File: src/rtl/ber_delay_line.sv
// Reference-bit delay line: ref_q[0] holds the newest bit; tap 0 is the live
// input, tap k (k>0) is the bit shifted in k ticks ago.
module ber_delay_line #(
    parameter int unsigned DEPTH = 510,
    parameter int unsigned SEL_W = 9
) (
    input  logic             clk,
    input  logic             rst,
    input  logic             shift_en,
    input  logic             data_in,
    input  logic [SEL_W-1:0] tap_sel,
    output logic             tap_out
);

    logic [DEPTH-1:0] ref_q;

    // NOTE: this is a plain shift register, not a RAM, so resetting every bit
    // costs nothing and keeps the first search windows deterministic.
    always_ff @(posedge clk or posedge rst) begin
        if (rst) begin
            ref_q <= '0;
        end else if (shift_en) begin
            ref_q <= (ref_q << 1) | DEPTH'(data_in);
        end
    end

    assign tap_out = (tap_sel == '0) ? data_in : ref_q[tap_sel - SEL_W'(1)];

endmodule

File: config.mk
export PLATFORM = sky130hd
export DESIGN_NAME = ber_delay_line
export DESIGN_NICKNAME = d
export VERILOG_FILES = /design/src/rtl/ber_delay_line.sv
export SDC_FILE = /design/constraint.sdc
export NUM_CORES = 1
export LEC_CHECK = 0
export BUFFER_PORTS_ARGS = -buffer_cell sky130_fd_sc_hd__buf_4
export CAP_MARGIN = 20
export CORE_ASPECT_RATIO = 0.6
export CORE_MARGIN = 4
export CORE_UTILIZATION = 45
export DETAILED_ROUTE_END_ITERATION = 16
export GPL_TIMING_DRIVEN = 0
export PLACE_DENSITY_LB_ADDON = 0.12
export SYNTH_ARGS = -nofsm -noshare
export SYNTH_HDL_FRONTEND = slang
export SYNTH_SLANG_ARGS = --single-unit
File: constraint.sdc
create_clock -name clk -period 46 [get_ports clk]
set_input_delay 2.3 -clock clk [delete_from_list [all_inputs] [get_ports clk]]
set_output_delay 2.3 -clock clk [all_outputs]
set_load 0.005 [all_outputs]
Word-level counts from Yosys, hierarchy flattened
Index checks and enable logic that the tools add are counted.

Memories: 0. Memory bits (writable): 0. Input bits: 13. Register bits after elaboration: 510. Memory bits (read-only): 0. Output and inout bits: 1. Word-level logic and storage cells: 8. Bits in latches: 0.

Bitwise gates (word level): 1. $lt $le $gt $ge: 1. Divide/modulo/power cells: 0. Add/subtract/negate cells: 1. Muxes and demuxes: 3. Equal/unequal tests: 0. Reductions and logical operators: 1. Multiply operators: 0. Shift-type cells: 0.

Operator list (count): $or 510x1->510 (1); $lt 9x10->1 const B (1); $bmux 1 s9 (1); $logic_not 9->1 (1); $sub 9x1->9 const B (1); $mux 1 (2).

Depth between registers and ports, before layout
Word-level depth: 4. Gate-level depth with buffers: 18. Depth with buffers taken out: 10.

Worst setup path before layout
No wires, ideal clock.

Kind: in2out. Start point: in tap_sel[0]. End point: out tap_out. Required time: 43700 ps. Cell stages on the path: 15. Arrival time: 5622 ps. Path slack: 38078 ps. Path buffers: 5. Cell sequence: buf_6 buf_4 inv_1 clkbuf_1 ha_1 buf_2 xor2_2 buf_4 mux4_2 mux4_2 nor2_1 o22ai_1 a2111oi_0 a211o_1 a211oi_2.

Word-level cells in the longest chain between the ends: 4. Elaborated cells between the ends (all ways): 5. Classes of those cells: add/sub: 1; mux: 3; reduce/logical: 1.

RTL lines: start, declared (line 11) `input logic [SEL_W-1:0] tap_sel,`; $sub 9x1->9 (line 27) `assign tap_out = (tap_sel == '0) ? data_in : ref_q[tap_sel - SEL_W'(1)];`; $bmux 1 s9 (line 27); $mux 1 (not written as such) (line 27); $mux 1 (*) (line 27); end, declared (line 12) `output logic tap_out`.

Mark *: on every way between the ends. The rest lies on a longest branch, timed or not. The select of a mux whose other input is x is not followed.

Final worst setup path
Same ends and word-level chain as after synthesis.

==> qor.yml <==
grt_usage: 0.192
routed_wl_um: 51300
io-pin-count: 14
cts_tree: "built"
coreArea_um2: 51100
rsz0062_at_grt: "false"
via_per_inst: 5.74
synth-edff-count: 0
grt_pass1_wl_um: 82300
initial_utilization: 0.456
path_class: "in2out"
tns_ns: 0
synth_compound_area_frac: 0.0155
dieArea_um2: 55600
hold_violations: 0
grt_antenna_before_repair: 2
drc: 0
fin_crit_sh: 0.209
status: "finished, final reports clean"
cts-root-buf: "clkbuf_16"
synth-xor-area-share: 0.00365
via_count: 12700
multi_input_area_um2: 10000
synth-async-reset-ratio: 1.00
cp.required_ns: 43.70
fin_skew_ns: 0.0233
drive_gt1_frac: 0.512
firstDrtPassIters: 5
ys_types: 55
portBuffers: 9
instances_no_fill: 2211
postCtsSetupBuffers: 0
fmax_mhz: 104
ir_worst_vdd_mv: 0.0276
grt_max_degree: 129
synth_area_um2: 23300
hp-class: "reg2reg"
yosysWarnings: 0
synth_area_per_cell_um2: 16.4
clockBufferDepth: 3
dieWidth_um: 302
largest_reg_flops: 510
postPlaceCellArea_um2: 24400
die_h_um: 184
design_area_um2: 25900
tightest_slew_ns: 1.08
hpwlAfterDp_um: 34900
ys_ff_latch: 510
syn-num-nets: 1431
finalCriticalPeriod_ns: 9.60
start_kind: "input pin"
p_leak_nw: 12.3
clock_sinks: 510
cp_slowest_stage_delay_ns: 0.85
n_fill_cell: 4328
synth_top_family_by_area: "multiplexers"
rows: 64
yosys.area_share.adder: 0.00107
critPathCaptureType: "primary output"
top_register: "ref_q"
post_cts_resized: 0
final_util: 0.506
yosysSeqAreaShare: 0.548
cp_cell_sequence: "buf_6 > buf_4 > inv_1 > clkbuf_1 > buf_8 > ha_1 > buf_2 > buf_2 > clkbuf_1 > mux4_2 > nor2_1 > o22ai_1 > o2111ai_1 > o21ai_0 > a2111oi_0 > a211o_1 > a211oi_2 > buf_4"
clock_latency_ns: 0.57
synthCells: 1416
drtIter0Drc: 832
cts-buffers-inserted: 48
finalPower_mw: 0.929
overflow: 0
final_nets: 1498
gp_congestion: 0.782
h-tree-depth: 2
path_buf_inv: 9
post_drt_wl_per_cell_um: 23.2
clk_pin_slew_ns: 0.06
setup_violations: 0
synth_ff_type: "dfrtp_1"
dp_slack_ns: 36.17
cap_violations: 0
grt_pass1_vias: 13200
cts_hold_buf: 0
pwr_density_cell_nw_per_um2: 35.9
fin_ws_ns: 36.40
relSlewSlack: 0.282
final_antenna_net_count: 0
critical_path.top_delay_family: "buffers and inverters"
cp.arrival_ns: 7.30
finalMaxSlewViolations: 0
muxShareOfSynthArea: 0.395
hold_slack_ns: 0.521
reg_top3: "ref_q x510"
yosys.area_share.simple: 0.0147
regArea_um2: 12800
crit_path_max_fanout: 10
crit_path_top_delay_cell: "clkbuf_1"
dp.cells: 2125
syn2layout_area_growth_pct: 11.0
==> kinds of logic after synthesis <==
family | after synthesis
AO/OA/AOI/OAI | 47
AND/OR/NAND/NOR | 67
flip-flops | 510
adder cells (fa/ha/maj) | 2
buffers and inverters | 105
multiplexers | 677
XOR/XNOR | 8
==> layer usage <==
metal	global-route usage	share of wire	wire [um]
met5	0	0	0
met4	0.0348	0.016	815
met3	0.0439	0.053	2740
met2	0.262	0.41	21100
met1	0.314	0.52	26600
==> placed cells by master (no fill, tap or decap), drive strengths merged, types with 3 or more instances in the layout <==
cell type	count
xor2	3
mux2i	23
clkbuf	139
mux4	141
a21oi	8
clkinv	6
a211o	3
dfrtp	510
nor2	21
nor3	6
xnor2	5
mux2	513
o22ai	5
and3	3
nand3	5
nand2	15
o221ai	4
inv	5
buf	55
a211oi	5
nor4	4
o2111ai	5
==> power by group <==
| part | internal (mW) | switching (mW) |
|---|---|---|
| sequential | 0.460 | 0.00786 |
| clock | 0.209 | 0.169 |
| combinational | 0.0357 | 0.0483 |
==> final cells by class <==
class / count / share of cell area
inverter: 4 / 0.000871
sequential: 510 / 0.494
clock inverter: 8 / 0.00223
multi-input combinational: 801 / 0.387
antenna: 1 / 0.0000968
tap: 693 / 0.0335
timing repair buffer: 17 / 0.00881
clock buffer: 76 / 0.0544
buffer: 101 / 0.0195
==> cell usage after synthesis (6+ instances only) <==
master | n | area [um2]
a21oi_1 | 8 | 40.0
buf_2 | 19 | 95.1
buf_4 | 10 | 75.1
mux4_2 | 137 | 3090
clkbuf_1 | 63 | 236
nor2_1 | 21 | 78.8
dfrtp_1 | 510 | 12800
mux2i_1 | 23 | 230
mux2_2 | 513 | 5780
nor3_1 | 6 | 30.0
nand2_1 | 14 | 52.6
==> final timing paths <==
kind | start | to | slack (ns) | depth (start not counted)
setup / recovery | tap_sel[0] | tap_out | 36.40 | 18
hold / removal | ref_q[242] | ref_q[243] | 0.52 | 1
setup reg to reg | ref_q[431] | ref_q[432] | 45.10 | 1
hold reg to reg | ref_q[242] | ref_q[243] | 0.52 | 1
max in group asynchronous | rst | ref_q[242] | 42.36 | 5
min in group asynchronous | rst | ref_q[320] | 1.79 | 2
Note: power is estimated with default switching activity, not from simulation.
